--- src/rtl/rx_capture_ctrl.sv ---
`default_nettype none
// +-----------------------------------------------------------------------------+
// | rx_capture_ctrl : locks to O_HS/O_VS, opens an active window and writes one |
// |   frame linearly into the frame-buffer BRAM. Optional macro: RX_DECIMATE_EN |
// | Revision: 1.0                                                               |
// +-----------------------------------------------------------------------------+
module rx_capture_ctrl #(
   parameter int H_START  = 144,
   parameter int V_START  = 35,
   parameter int H_ACTIVE = 128,
   parameter int V_ACTIVE = 96,
   parameter int DEPTH    = 16384
) (
   input  logic       O_CLK,
   input  logic       RESET_N,
   input  logic       ENABLE,
   input  logic       O_HS,
   input  logic       O_VS,
   input  logic [9:0] VIDEO,
   output logic [7:0] BRAM_DIN,
   output logic [13:0] BRAM_ADDR,
   output logic       BRAM_WE,
   output logic       SYNC,
   output logic       FRAME_DONE,
   output logic       OVERFLOW,
   output logic       RESYNC
);
   // Wide enough for H_ACTIVE*V_ACTIVE at the limits, so the address never wraps.
   localparam int ADDR_W = 20;
   localparam int H_LAST = H_START - 1;
   localparam int V_LAST = V_START - 1;
   localparam int P_LAST = H_ACTIVE - 1;
   localparam int L_LAST = V_ACTIVE - 1;
`ifdef RX_DECIMATE_EN
   localparam int LINE_STEP = H_ACTIVE / 2;
`else
   localparam int LINE_STEP = H_ACTIVE;
`endif
   localparam logic [11:0]       C_H_LAST = H_LAST[11:0];
   localparam logic [9:0]        C_V_LAST = V_LAST[9:0];
   localparam logic [9:0]        C_P_LAST = P_LAST[9:0];
   localparam logic [8:0]        C_L_LAST = L_LAST[8:0];
   localparam logic [ADDR_W-1:0] C_STEP   = LINE_STEP[ADDR_W-1:0];
   localparam logic [ADDR_W-1:0] C_DEPTH  = DEPTH[ADDR_W-1:0];

   typedef enum logic [2:0] {
      IDLE    = 3'd0,
      WAIT_VS = 3'd1,
      V_SKIP  = 3'd2,
      H_SKIP  = 3'd3,
      ACTIVE  = 3'd4,
      H_WAIT  = 3'd5
   } state_t;

   state_t             state_q, state_d;
   logic               hs_dly_q, vs_dly_q;
   logic [9:0]         v_cnt_q, v_cnt_d;
   logic [11:0]        h_cnt_q, h_cnt_d;
   logic [9:0]         pix_cnt_q, pix_cnt_d;
   logic [8:0]         line_cnt_q, line_cnt_d;
   logic [ADDR_W-1:0]  line_base_q, line_base_d;
   logic [7:0]         din_q, din_d;
   logic [13:0]        addr_q, addr_d;
   logic               we_q, we_d;
   logic               sync_q, sync_d;
   logic               done_q, done_d;
   logic               ovf_q, ovf_d;
   logic               resync_q, resync_d;

   logic               hs_rise, vs_rise, take_pix;
   logic [ADDR_W-1:0]  pix_off, wr_addr;
   logic               video_lsb_unused;

   assign hs_rise = O_HS & ~hs_dly_q;
   assign vs_rise = O_VS & ~vs_dly_q;
   assign video_lsb_unused = ^VIDEO[1:0];

`ifdef RX_DECIMATE_EN
   assign take_pix = ~pix_cnt_q[0];
   assign pix_off  = {{(ADDR_W-9){1'b0}}, pix_cnt_q[9:1]};
`else
   assign take_pix = 1'b1;
   assign pix_off  = {{(ADDR_W-10){1'b0}}, pix_cnt_q};
`endif
   assign wr_addr = line_base_q + pix_off;

   always_comb begin
      state_d     = state_q;
      v_cnt_d     = v_cnt_q;
      h_cnt_d     = h_cnt_q;
      pix_cnt_d   = pix_cnt_q;
      line_cnt_d  = line_cnt_q;
      line_base_d = line_base_q;
      din_d       = din_q;
      addr_d      = addr_q;
      we_d        = 1'b0;
      sync_d      = 1'b0;
      done_d      = 1'b0;
      ovf_d       = ovf_q;
      resync_d    = 1'b0;
      if (!ENABLE) begin
         state_d = IDLE;
      end else if (vs_rise && state_q != IDLE) begin
         // Accepted frame start; anywhere past WAIT_VS it also aborts the frame.
         sync_d      = 1'b1;
         resync_d    = (state_q != WAIT_VS);
         ovf_d       = 1'b0;
         v_cnt_d     = '0;
         line_cnt_d  = '0;
         line_base_d = '0;
         state_d     = V_SKIP;
      end else begin
         case (state_q)
            IDLE:    state_d = WAIT_VS;
            WAIT_VS: state_d = WAIT_VS;
            V_SKIP: begin
               if (hs_rise) begin
                  if (v_cnt_q == C_V_LAST) begin
                     state_d   = H_SKIP;
                     h_cnt_d   = '0;
                     pix_cnt_d = '0;
                  end else begin
                     v_cnt_d = v_cnt_q + 10'd1;
                  end
               end
            end
            H_SKIP: begin
               if (h_cnt_q == C_H_LAST) state_d = ACTIVE;
               else                     h_cnt_d = h_cnt_q + 12'd1;
            end
            ACTIVE: begin
               if (take_pix) begin
                  if (wr_addr < C_DEPTH) begin
                     we_d   = 1'b1;
                     addr_d = wr_addr[13:0];
                     din_d  = VIDEO[9:2];
                  end else begin
                     ovf_d = 1'b1;
                  end
               end
               if (pix_cnt_q == C_P_LAST) begin
                  pix_cnt_d   = '0;
                  line_cnt_d  = line_cnt_q + 9'd1;
                  line_base_d = line_base_q + C_STEP;
                  if (line_cnt_q == C_L_LAST) begin
                     done_d  = 1'b1;
                     state_d = WAIT_VS;
                  end else begin
                     state_d = H_WAIT;
                  end
               end else begin
                  pix_cnt_d = pix_cnt_q + 10'd1;
               end
            end
            H_WAIT: begin
               if (hs_rise) begin
                  state_d = H_SKIP;
                  h_cnt_d = '0;
               end
            end
            default: state_d = IDLE;
         endcase
      end
   end

   always_ff @(posedge O_CLK or negedge RESET_N) begin
      if (!RESET_N) begin
         state_q     <= IDLE;
         hs_dly_q    <= 1'b0;
         vs_dly_q    <= 1'b0;
         v_cnt_q     <= '0;
         h_cnt_q     <= '0;
         pix_cnt_q   <= '0;
         line_cnt_q  <= '0;
         line_base_q <= '0;
         din_q       <= '0;
         addr_q      <= '0;
         we_q        <= 1'b0;
         sync_q      <= 1'b0;
         done_q      <= 1'b0;
         ovf_q       <= 1'b0;
         resync_q    <= 1'b0;
      end else begin
         state_q     <= state_d;
         hs_dly_q    <= O_HS;
         vs_dly_q    <= O_VS;
         v_cnt_q     <= v_cnt_d;
         h_cnt_q     <= h_cnt_d;
         pix_cnt_q   <= pix_cnt_d;
         line_cnt_q  <= line_cnt_d;
         line_base_q <= line_base_d;
         din_q       <= din_d;
         addr_q      <= addr_d;
         we_q        <= we_d;
         sync_q      <= sync_d;
         done_q      <= done_d;
         ovf_q       <= ovf_d;
         resync_q    <= resync_d;
      end
   end

   assign BRAM_DIN   = din_q;
   assign BRAM_ADDR  = addr_q;
   assign BRAM_WE    = we_q;
   assign SYNC       = sync_q;
   assign FRAME_DONE = done_q;
   assign OVERFLOW   = ovf_q;
   assign RESYNC     = resync_q;

endmodule
`default_nettype wire

--- config.mk ---
export PLATFORM = sky130hd
export DESIGN_NAME = rx_capture_ctrl
export DESIGN_NICKNAME = d
export VERILOG_FILES = /design/src/rtl/rx_capture_ctrl.sv
export SDC_FILE = /design/constraint.sdc
export NUM_CORES = 1
export LEC_CHECK = 0
export CORE_MARGIN = 1
export CORE_UTILIZATION = 62
export CTS_CLUSTER_SIZE = 10
export DETAILED_ROUTE_END_ITERATION = 12
export PLACE_DENSITY = 0.85
export REMOVE_ABC_BUFFERS = 1
export SLEW_MARGIN = 0
export SYNTH_ARGS = -nofsm -noshare
export SYNTH_HDL_FRONTEND = slang
export SYNTH_SLANG_ARGS = --single-unit
--- constraint.sdc ---
create_clock -name O_CLK -period 4.9 [get_ports O_CLK]
set_clock_uncertainty 0.05 [all_clocks]
set_input_delay 0.98 -clock O_CLK [delete_from_list [all_inputs] [get_ports O_CLK]]
set_output_delay 0.98 -clock O_CLK [all_outputs]
set_load 0.01 [all_outputs]
# [Yosys cells after proc, flatten, opt, wreduce, memory -nomap -nowiden]
# Cells that the tools add are included.
[totals] word_cells=109 inputBits=15 regBits=93 output_inout_bits=27
[classes] muxes=44 reduce_logical=17 n_bitwise=5 add_sub_neg=6 magnitude_cmp=1 n_eq_ne=21
[ops] op="$mux 10" count=7
[ops] op="$mux 20" count=3
[ops] op="$mux 12" count=4
[ops] op="$pmux 12 s3" count=1
[ops] op="$mux 9" count=3
[ops] op="$mux 3" count=8
[ops] op="$add 10x1->10 const B" count=2
[ops] op="$add 20x10->20" count=1
[ops] op="$add 20x8->20 const B" count=1
[ops] op="$lt 20x15->1 const B" count=1
[ops] op="$ne 4x4->1 const B" count=5
[ops] op="$pmux 10 s2" count=1
[ops] op="$mux 1" count=16
[ops] op="$pmux 3 s5" count=1
[ops] op="$add 12x1->12 const B" count=1
[ops] op="$eq 12x8->1 const B" count=1
[ops] op="$ne 2x2->1 const B" count=6
[ops] op="$eq 10x6->1 const B" count=1
[ops] op="$eq 10x7->1 const B" count=1
[ops] op="$reduce_and 5->1" count=2
[ops] op="$reduce_bool 2->1" count=5
[ops] op="$add 9x1->9 const B" count=1
[ops] op="$eq 9x7->1 const B" count=1
[ops] op="$reduce_and 4->1" count=2
[ops] op="other kinds (12)" count=19

# [Logic depth before layout (Yosys ltp)]
[depth] depth_word=6 mapped_depth=9 depth_no_buf=7

# [Least setup slack after synthesis]
# OpenSTA, ideal clock, no wires.
[synth_path] kind="input -> register" startpoint="input port O_VS" endpoint="register pix_cnt_q[9]" setup_slack_ns=2.435 arrival_time_ns=2.323 stages=6 setup_time_ns=0.092 n_path_buf=1 required_ns=4.758 path_cell_list="nand2b_1 o21ai_0 or4b_1 or2_0 buf_2 o31ai_2"
[synth_between] elab_chain_cells=4
[synth_lines] element="start: declaration" line_no="18" text="input logic O_VS,"
[synth_lines] element="$and 1x1->1" line_no="75" text="assign vs_rise = O_VS & ~vs_dly_q;"
[synth_lines] element="$logic_and 1x1->1" line_no="103" text="end else if (vs_rise && state_q != IDLE) begin"
[synth_lines] element="$not 1->1 (no source line)"
[synth_lines] element="$reduce_and 5->1 (no source line)"
[synth_lines] element="end signal: assignment" line_no="189" text="pix_cnt_q <= pix_cnt_d;"
[synth_lines] element="end: declaration" line_no="59" text="logic [9:0] pix_cnt_q, pix_cnt_d;"
# No other way between the ends.
# A chain may end at the register's enable or synchronous reset.

# [Final worst setup path]
[layout_path] startpoint="input port ENABLE" endpoint="register line_base_q[18]"
[layout_between] elab_chain_cells=1
[layout_lines] element="start: declaration" line_no="16" text="input logic ENABLE,"
[layout_lines] element="$reduce_and 3->1 (no source line)"
[layout_lines] element="end signal: assignment" line_no="191" text="line_base_q <= line_base_d;"
[layout_lines] element="end: declaration" line_no="61" text="logic [ADDR_W-1:0] line_base_q, line_base_d;"
# No other way between the ends.

==> impl_summary.txt <==
----------------------------------------------------
[Run status]
  Outcome ... completed

[CTS]
  Clock-pin slew on the worst setup and hold paths ... 0.08 ns
  CTS HTree Levels ... 3
  Worst-skew pair later-pin latency ... 0.36 ns
  Inserted Clock Buffers ... 9
  Clock sink total ... 86
  CTS tree ... done
  Number of buffers between clock root and the deepest sink ... 2
  Hold bufs inserted after CTS ... 0
  Setup Fix Bufs, Post-CTS ... 0
  Clk Tree Root Cell ... clkbuf_8
  Cts repair resizes ... 0

[Route]
  Number of remaining DRC errors ... 0
  Number of antenna-violating nets in the routed design ... 0
  Via count ... 3,881
  Detailed-route wire length ... 9993 um
  Detailed-router iteration count before antenna repair ... 7
  Average via count per standard cell ... about 6.4
  Average detailed-routed wire length per instance ... around 16 um
  Starting DRT DRC Count ... 296

[Place]
  Global placement routability congestion ... 0.8901
  DP Worst Slack ... slightly above 1 ns
  Hpwl dp ... 6854 um
  # port buffers ... 39
  Count of placed standard cells including taps ... 592

[Global routing]
  Number of antenna violations at the first check in global routing ... 0
  Global Route Usage Sum ... 0.2790
  Number of global-route vias before repair ... 3,673
  Global route total overflow ... 0
  Pin count of the biggest net entering global routing ... 87
  Wire length of the first global-routing pass ... 16,880 um

[Synth]
  Leading area contributor after synthesis ... dfrtp_1
  Share of the synthesized area in the top cell type ... 0.4647
  Number of register bits inferred by synthesis ... 86
  Number of standard cells after synthesis ... between 400 and 500
  Post-Synthesis Cell Area ... about 4600 sq um
  Leading post-synthesis cells by cell area ... dfrtp_1 (46%), mux2_1 (5.1%), nor2_1 (2.9%)
  Synth cell types ... 62
  YS warnings ... 0
  Dominant synthesized flop cell ... dfrtp_1
  Commonest cells post-synth ... dfrtp_1 (86), nor2_1 (36), nand2_1 (35)
  Share of synthesized area occupied by flip-flops and latches ... 0.4647
  Synth async-reset ratio ... 1.000
  Post-synth EDFFs ... 0
  Mean cell area of the mapped netlist ... slightly below 10 sq um
  Library cell with the highest instance count after synthesis ... dfrtp_1

[Floorplanning]
  Effective utilization at floorplan ... 0.6384
  Ports placed on the boundary ... between 40 and 50
  Die Y ... 88.42 um
  Area of the die ... 7818 sq um
  Area of the core region ... approximately 7300 sq um
  Die width ... 88.42 um
  Row Count ... 31

[Timing]
  Clock period minus final worst setup slack ... between 3 and 4 ns
  Transition time of the tightest slew-check pin ... 1.109 ns
  Number of max-slew violations in the final report ... 0
  Top achievable clock speed ... 282.9 MHz
  Final Setup Violations ... 0
  Post-layout worst setup margin ... 1.365 ns
  Relative slew slack ... 0.2581
  Count of endpoints failing hold in the final timing report ... 0
  RSZ-0062 raised after global routing ... no
  Final clock period utilization by the worst path ... 0.7215
  Setup total negative slack ... 0 ns

[Worst setup path]
  Capture point of the worst path ... line_base_q[18]
  Reg2Reg Capture Point ... BRAM_ADDR[6]
  Critical Path Source Type ... primary input
  Startpoint-to-endpoint class of the critical path ... primary input to flop
  Critical Path End Type ... flop
  Source of the critical timing path ... ENABLE
  Required time worst endpoint ... 5.13 ns
  R2r startpoint ... pix_cnt_q[8]
  Maximum fanout along the worst path ... 29
  FF-to-FF setup slack ... between 1.5 and 2 ns
  Worst R2R Path Depth ... 6
  Worst Path Arrival ... between 3 and 4 ns

[Cells and area]
  Layout cells sized above 1 ... 0.06509
  Area occupied by multi-input gates ... 2311 sq um
  Filler cell count ... 532
  Synthesis-to-layout area growth ... 13.67%
  Area of all sequential standard cells ... 2152 sq um
  Layout net count ... 528
  Cell Count, Final, Fillers Out ... 606
  Antenna diodes ... 0

[Pwr]
  Sequential cell fraction of total power ... 0.488
  Internal Dissipation ... 1.357 mW
  Clock group share of total power ... 0.278
  Largest voltage drop on the vdd net ... 0.0002837 V
  Switching Fraction ... 0.2985
  P_sw ... just under 0.6 mW
  Power share of the combinational group ... 0.234
  Leakage power ... 2.191 nW
  Areal power density over the cells ... approximately 370 nW/um^2

[Worst hold path]
  Kind of path behind the tightest hold check ... flop to flop

[Flow run]
  Max cap viols ... 0

----------------------------------------------------
## layer usage
layer | share of wire | GRT usage | up-vias
li1 | - | - | 1808
met1 | 0.42 | 0.3577 | 1947
met2 | 0.53 | 0.4769 | 109
met3 | 0.039 | 0.03825 | 17
met4 | 0.016 | 0.1173 | 0
met5 | 0 | 0 | -
## worst min path at each step
| stage | end | start | depth (start not counted) |
|---|---|---|---|
| after floorplan | h_cnt_q[9] | h_cnt_q[9] | 1 |
| after global placement | BRAM_DIN[5] | BRAM_DIN[5] | 1 |
| after detailed placement | BRAM_ADDR[11] | BRAM_ADDR[11] | 1 |
| after CTS | BRAM_ADDR[11] | BRAM_ADDR[11] | 1 |
| after global routing | BRAM_ADDR[1] | BRAM_ADDR[1] | 1 |
| final | BRAM_ADDR[11] | BRAM_ADDR[11] | 1 |
## stage by stage
step | util | power [mW] | hold slack, ns | instance area [sq um]
global placement | 0.6967 | 1.384 | 0.4163 | 5054
global route | 0.7257 | 2.029 | 0.4699 | 5264
finish | 0.7257 | 1.934 | 0.4383 | 5264
detailed placement | 0.6967 | 1.409 | 0.4252 | 5054
floorplan | - | 1.182 | 0.4100 | 4534
CTS | 0.7257 | 1.944 | 0.4431 | 5264
## sequential cells by signal, indices dropped and copies added, names as in the netlist
name         count
BRAM_ADDR       14
BRAM_DIN         8
BRAM_WE          1
FRAME_DONE       1
OVERFLOW         1
RESYNC           1
SYNC             1
h_cnt_q         12
hs_dly_q         1
line_base_q     13
line_cnt_q       9
pix_cnt_q       10
state_q          3
v_cnt_q         10
vs_dly_q         1
## power groups by stage
stage / registers [mW] / clock network [mW] / logic (mW)
after global routing: 0.963 / 0.566 / 0.500
after global placement: 0.945 / 0 / 0.439
after floorplan: 0.960 / 0 / 0.223
after detailed placement: 0.956 / 0 / 0.453
final: 0.945 / 0.537 / 0.452
after CTS: 0.943 / 0.544 / 0.457
## placed cells by master, fill, tap and decap left out, drive strengths merged, types with 5 or more instances in the layout
cell type      synthesis  routed
a21oi                 25      25
inv                   19      19
dfrtp                 86      86
mux2                  22      22
nand3                 21      21
nand2                 36      36
o211ai                 5       5
o31ai                 16      16
o41ai                  7       7
o21ai                 37      37
and2                   6       6
or4                    8       8
a31oi                 10      10
or3                   10      10
clkbuf                 6      10
nand4                 15      15
nand2b                 8       8
nor2                  36      36
xor2                   9       9
xnor2                  5       5
and3                   6       6
nor3                  13      13
ha                     9       9
clkdlybuf4s50          0      38
## critical path, cell delays in order
cell and delay [ns]:
clkdlybuf4s50_1 0.78, nand3_2 0.34, inv_2 0.50, a31oi_2 0.33, or4_1 0.66, a21oi_1 0.16
## cell type report
cell class                 count  area share
tap                           99     0.02353
timing repair buffer          40     0.07511
sequential                    86      0.4088
clock inverter                 4     0.01379
inverter                      19     0.01355
clock buffer                  10     0.02615
multi-input combinational    348      0.4390
## cell families after synthesis
family	synth area share
AOI/OAI and AO/OA	0.1689
xor gates and xnor gates	0.02648
adders and majority gates	0.02432
buffers and inverters	0.03620
DFF	0.4647
muxes	0.06215
and+or+nand+nor	0.2172
No activity file was read; power rests on OpenSTA's default activity.
